===== config.mk =====
export PLATFORM = sky130hd
export DESIGN_NAME = time_keeper_set
export DESIGN_NICKNAME = d
export VERILOG_FILES = /design/src/rtl/time_keeper_set.sv
export SDC_FILE = /design/constraint.sdc
export NUM_CORES = 1
export LEC_CHECK = 0
export CAP_MARGIN = 20
export CORE_ASPECT_RATIO = 0.8
export CORE_MARGIN = 2
export CORE_UTILIZATION = 53
export CTS_CLUSTER_DIAMETER = 80
export DETAILED_ROUTE_END_ITERATION = 8
export PLACE_DENSITY = 0.72
export SETUP_SLACK_MARGIN = 0.5
export SYNTH_ARGS = -nofsm -noshare
export SYNTH_HDL_FRONTEND = slang
export SYNTH_SLANG_ARGS = --single-unit

===== constraint.sdc =====
create_clock -name clk -period 4.7 [get_ports clk]
set_input_delay 0.94 -clock clk [delete_from_list [all_inputs] [get_ports clk]]
set_output_delay 0.94 -clock clk [all_outputs]
set_load 0.03 [all_outputs]

===== src/rtl/time_keeper_set.sv =====
// Clock/calendar stage: 1 Hz prescaler, binary hh:mm:ss counters and a
// two-button (mode/inc) set mode with synchronized, debounced inputs.
module time_keeper_set #(
    parameter int TICK_DIV  = 100_000_000,
    parameter int DB_CYCLES = 1_000_000
) (
    input  logic       clk,
    input  logic       rst,
    input  logic       btn_mode,
    input  logic       btn_inc,
    output logic [6:0] second,
    output logic [6:0] minute,
    output logic [6:0] hour,
    output logic [1:0] set_mode,
    output logic       sec_tick
);

    localparam int PW = (TICK_DIV > 1) ? $clog2(TICK_DIV) : 1;
    localparam int DW = (DB_CYCLES > 1) ? $clog2(DB_CYCLES + 1) : 1;

    typedef enum logic [1:0] {
        RUN      = 2'b00,
        SET_HOUR = 2'b01,
        SET_MIN  = 2'b10
    } state_t;

    state_t state, state_next;

    logic [1:0]    raw;
    logic [1:0]    sync1, sync2, db_level, db_prev, press;
    logic [DW-1:0] db_cnt [2];
    logic [PW-1:0] presc;
    logic          mode_press, inc_press, tick;

    // bit 0 = mode button, bit 1 = inc button
    assign raw = {btn_inc, btn_mode};

    always_ff @(posedge clk) begin
        if (rst) begin
            sync1    <= '0;
            sync2    <= '0;
            db_level <= '0;
            db_prev  <= '0;
            press    <= '0;
            for (int unsigned i = 0; i < 2; i++) begin
                db_cnt[i] <= '0;
            end
        end else begin
            sync1   <= raw;
            sync2   <= sync1;
            db_prev <= db_level;
            press   <= db_level & ~db_prev;
            for (int unsigned i = 0; i < 2; i++) begin
                if (sync2[i] == db_level[i]) begin
                    db_cnt[i] <= '0;
                end else if (db_cnt[i] == DW'(DB_CYCLES - 1)) begin
                    db_level[i] <= sync2[i];
                    db_cnt[i]   <= '0;
                end else begin
                    db_cnt[i] <= db_cnt[i] + 1'b1;
                end
            end
        end
    end

    // A mode press in the same cycle as an inc press swallows the inc.
    assign mode_press = press[0];
    assign inc_press  = press[1] & ~press[0];
    assign tick       = (state == RUN) && (presc == PW'(TICK_DIV - 1));
    assign set_mode   = state;

    always_ff @(posedge clk) begin
        if (rst) begin
            state <= RUN;
        end else begin
            state <= state_next;
        end
    end

    always_comb begin
        state_next = state;
        if (mode_press) begin
            case (state)
                RUN:      state_next = SET_HOUR;
                SET_HOUR: state_next = SET_MIN;
                default:  state_next = RUN;
            endcase
        end
    end

    always_ff @(posedge clk) begin
        if (rst) begin
            presc    <= '0;
            second   <= '0;
            minute   <= '0;
            hour     <= '0;
            sec_tick <= 1'b0;
        end else begin
            sec_tick <= tick;
            if (state == RUN && state_next == RUN) begin
                presc <= tick ? '0 : presc + 1'b1;
            end else begin
                presc <= '0;
            end

            if (tick) begin
                if (second == 7'd59) begin
                    second <= 7'd0;
                    if (minute == 7'd59) begin
                        minute <= 7'd0;
                        hour   <= (hour == 7'd23) ? 7'd0 : hour + 1'b1;
                    end else begin
                        minute <= minute + 1'b1;
                    end
                end else begin
                    second <= second + 1'b1;
                end
            end

            if (state == SET_HOUR && inc_press) begin
                hour <= (hour == 7'd23) ? 7'd0 : hour + 1'b1;
            end

            // Leaving SET_MIN restarts the second so the next tick is a full period away.
            if (state == SET_MIN) begin
                if (mode_press) begin
                    second <= 7'd0;
                end else if (inc_press) begin
                    minute <= (minute == 7'd59) ? 7'd0 : minute + 1'b1;
                end
            end
        end
    end

endmodule

* Yosys cells after proc, flatten, opt, wreduce, memory -nomap -nowiden
Memory sizes are Yosys's and may differ from the RTL's. Index checks and enable logic that the tools add are counted. Widths: inputs -> output; s select.
Storage, ports and cells: input port bits 4, RAM bits 40, output and inout bits 24, memories kept 1, bits in latches 0, bits in read-only memories 0, bits in registers 61
Memory list:
- db_cnt | words 2, bits a word 20, read ports 2, clocked after Yosys merged registers in 0, wr ports 2, line 31 | logic [DW-1:0] db_cnt [2];
Operators by class: shift operators 0, eq/ne operators 10, add/sub/neg operators 6, $lt $le $gt $ge 0, bitwise logic cells 13, divide/modulo/power cells 0, reductions and logical operators 12, multipliers 0, multiplexer cells 47
Operator list (number):
- $mux 20 | 6
- $mux 7 | 15
- $add 20x1->20 const B | 2
- $eq 20x20->1 const B | 2
- $add 27x1->27 const B | 1
- $eq 27x27->1 const B | 1
- $mux 1 | 24
- $add 7x1->7 const B | 3
- $eq 7x6->1 const B | 2
- $eq 7x5->1 const B | 1
- $or 1x1->1 | 6
- $reduce_bool 2->1 | 3
- $logic_not 2->1 | 2
- $not 1->1 | 4
- $pmux 2 s2 | 1
- $reduce_and 2->1 | 2
- $logic_and 1x1->1 | 3
- $reduce_and 3->1 | 1
- $reduce_or 3->1 | 1
- $and 2x2->2 | 1
- $eq 1x1->1 | 2
- $eq 2x1->1 const B | 1
- $eq 2x2->1 const B | 1
- $mux 2 | 1
- other kinds (2) | 2

* Longest topological paths before layout
depth after elaboration 7, gate-level depth with buffers 7

* Worst setup path after synthesis
Ideal clock, no wire load.
path type reg2reg, from reg presc[10], to reg hour[5], clock period less this slack 2486 ps, buffers on the path 1, slack 2214 ps, arrival time 2362 ps, setup time 123 ps, required time 4577 ps, cell stages (with the launch flop) 7, path through dfxtp_1 or4_1 or3_4 or4b_1 buf_2 a21oi_1 mux2_1
On the way: cells in the longest elaborated chain, start to end 4
Ends and longest elaborated chain:
- from (decl) | line 32 | logic [PW-1:0] presc;
- from (signal assigned) | line 101 | presc <= tick ? '0 : presc + 1'b1;
- $eq 27x27->1 | line 69 | assign tick = (state == RUN) && (presc == PW'(TICK_DIV - 1));
- $logic_and 1x1->1 | line 69
- $reduce_bool 2->1 (no line)
- $reduce_and 3->1 (no line)
- to (signal assigned) | line 111 | hour <= (hour == 7'd23) ? 7'd0 : hour + 1'b1;
- to (signal assigned) | line 121 | hour <= (hour == 7'd23) ? 7'd0 : hour + 1'b1;
- to (decl) | line 13 | output logic [6:0] hour,
Every way passes these cells. A chain may end at the register's enable or synchronous reset.

* Worst setup path after layout
from reg presc[2], to reg presc[20]
On the way: cells in the longest elaborated chain, start to end 3
Ends and longest elaborated chain:
- parallel branches: the longest is 3 deep, another holds $add 27x1->27
Several ways; the timed one is not identified.

==> run_results.csv <==
group,metric,value,unit
power_and_ir_drop,irDropWorstVdd,0.171,mV
timing,fmax,0.370,GHz
die,fp-row-count,31,
cts,postCtsResizedCells,0,
worst_setup_path,critical_path.endpoint_type,"flop",
status,run_status,"completed",
route,vias,3743,
synth,synth_cell_type_count,45,
global_route,global_route_wire_length_before_repair,15800,um
worst_setup_path,worst_setup_path_startpoint,"presc[2]",
synth,synthesis.area,4860,um2
synth,yosysTopAreaCellShare,0.251,
worst_hold_path,min-delay-start,"db_prev[1]",
synth,netlist.top_cell.by_area,"dfxtp_1",
die,die_area,9960,um2
global_route,use_met1,0.251,
die,effective_utilization_at_floorplan,0.540,
global_route,antenna_violations_before_repair,0,
die,io-pin-count,28,
cts,cts_hold_buffers,0,
run,maxCapViolations,0,
global_route,groute.usage.overall,0.194,
timing,rsz0062_at_grt,"no",
die,core,9000,um2
final_layout,antenna-diode-count,0,
global_route,grt_use_met3,0.0497,
cts,worst_skew_pair.late_latency,0.34,ns
power_and_ir_drop,switching_share,0.216,
die,die_w,111,um
synth,synth.area.top_cells,"dfxtp_1, edfxtp_1, nor2_1, xnor2_1, xor2_1",
synth,synthTopCellsByCount,"nor2_1, dfxtp_1, edfxtp_1, nand2_1, xnor2_1",
timing,tightest_slew,0.827,ns
power_and_ir_drop,cell_internal_power_dissipation,0.00130,W
cts,tritoncts.num_buffers,9,
placement,gp_congestion,0.865,
route,route.final.wire_length,9220,um
worst_setup_path,regToRegStartpoint,"presc[2]",
worst_setup_path,cp.required,4.89,ns
worst_setup_path,worstPathArrival,2.89,ns
synth,synthFlopType,"dfxtp_1",
cts,ctsRootBufferMaster,"clkbuf_16",
timing,final_hold_viol_count,0,
worst_hold_path,hold_path_class,"reg2reg",
worst_setup_path,element_type_at_the_critical_path_start,"flop",
route,post_drt_via_cell_ratio,5.34,
power_and_ir_drop,p_leak,1.95,nW
final_layout,postLayoutCoreUtil,0.628,
synth,synth_cells,514,
global_route,grt_max_degree,30,
synth,synthMostInstantiatedCell,"nor2_1",
route,wire_per_inst,13.2,um
global_route,busiest_layer_in_global_routing,"met2",
timing,final_period_minus_worst_setup_slack,2.70,ns
worst_setup_path,critPathKind,"reg2reg",
placement,hpwl,6400,um
die,floorplan.die.height,89.6,um
synth,yosysWarningCount,0,
global_route,grt.met2_usage,0.336,
route,drt_iter0_drc,178,
cts,post-cts-setup-buffers,0,
synth,syn_avg_cell_area,9.45,um2
cts,cts.sink_count,101,
synth,seq_area_frac_synth,0.498,
route,remaining_drc_errors,0,
cts,h-tree-depth,3,
final_layout,num-nets-final,591,
timing,timing.max_slew.rel_slack,0.444,
synth,asyncSetResetFlopFracSynth,0,
timing,timing.final.max_slew_violations,0,
synth,synth_edf_count,40,
placement,post-place-cells,685,
timing,final.setup_skew,0.00846,ns
power_and_ir_drop,switching_power,0.000358,W
power_and_ir_drop,clock_power_share,0.399,
cts,worst_setup_hold_path_clk_slew,0.06,ns
power_and_ir_drop,power.share.sequential,0.572,
final_layout,post_route_cells_drive_above_1_share,0.0341,
synth,synth-seq-cells,101,
global_route,first_global_vias,3471,
global_route,grt_overflow,0,
route,detailed_router_iteration_count_before_antenna_repair,4,
placement,io_buffer_count,27,
final_layout,fillCellCount,763,
cts,ctsLongestPathBuffers,2,
timing,setup_viol,0,
route,postRouteAntennaNets,0,
timing,hold-worst-slack,0.395,ns
timing,final.period_utilization,0.575,
final_layout,layoutNonFillerInstCount,701,
timing,final.setup.tns,0,ns
final_layout,areaGrowthSynthToFinish,16.2,%
power_and_ir_drop,pwr_density_cell,293,nW/um2
power_and_ir_drop,power.combinational.fraction,0.029,
worst_setup_path,worst-path-max-fanout,26,
cts,cts_tree,"built",
==> cells by family (layout without fill, tap and decap cells) <==
kind of cell / after synthesis / after routing / share of synthesized area
xor+xnor: 64 / 64 / 0.115
buf+inv: 24 / 57 / 0.0188
mux: 9 / 9 / 0.0196
compound gates: 38 / 38 / 0.0494
fa+ha+maj: 6 / 6 / 0.0154
other cells: 1 / 40 / 0.000772
simple gates: 271 / 271 / 0.282
flops: 101 / 101 / 0.498
==> power by group through the flow <==
stage                     sequential [W]  combinational, W  clock [W]
after global routing            0.000948         0.0000562   0.000713
after floorplan                 0.000961         0.0000385          0
after global placement          0.000964         0.0000466          0
final                           0.000946         0.0000485   0.000659
after detailed placement        0.000966         0.0000474          0
after CTS                       0.000946         0.0000478   0.000670
==> cells in the final DEF, fill, tap and decap left out, drive strengths merged, types with 18 or more instances in the layout <==
cell type | netlist | layout
edfxtp | 40 | 40
clkdlybuf4s50 | 0 | 27
dfxtp | 61 | 61
nand3 | 32 | 32
nand4 | 18 | 18
nor2 | 98 | 98
nand2 | 35 | 35
conb | 1 | 40
xnor2 | 35 | 35
xor2 | 29 | 29
==> final timing paths <==
kind / end / slack (ns) / cells past startpoint
hold / removal: press[1] / 0.39 / 1
setup / recovery: presc[20] / 2.00 / 5
setup reg to reg: presc[20] / 2.00 / 5
hold reg to reg: press[1] / 0.39 / 1
==> metal layers <==
layer,wire [um],vias to the layer above
met1,4520,1775
met5,0,-
li1,-,1906
met2,4290,51
met3,295,11
met4,117,0
==> through the flow <==
stage	cell area, um2	power [W]	setup slack [ns]
CTS	5650	0.00166	2.00
finish	5650	0.00165	2.00
detailed placement	5390	0.00101	1.91
global route	5650	0.00172	1.65
floorplan	5010	0.000999	2.21
global placement	5390	0.00101	1.97
==> flip-flops by register name, summed over array words and instances (netlist names) <==
name / cells
hour: 7
second: 7
db_prev: 2
presc: 27
db_cnt: 40
sec_tick: 1
minute: 7
db_level: 2
sync1: 2
press: 2
set_mode: 2
sync2: 2
==> worst max-delay path, stage by stage (launching register included) <==
cell     delay [ns]
dfxtp_1        0.41
nand4_1        0.34
nor3_1         0.69
nand3_1        0.29
nand2_1        0.70
nor2_1         0.12
==> layout make-up <==
type                       count  area, um2  share of cell area
sequential                   101       2420               0.429
clock buffer                   9        225              0.0399
multi-input combinational    428       2490               0.441
tap                          115        144              0.0255
inverter                      12       45.0             0.00798
clock inverter                 7       32.5             0.00576
timing repair buffer          29        285              0.0505
Power figures use the tool's default switching activity.
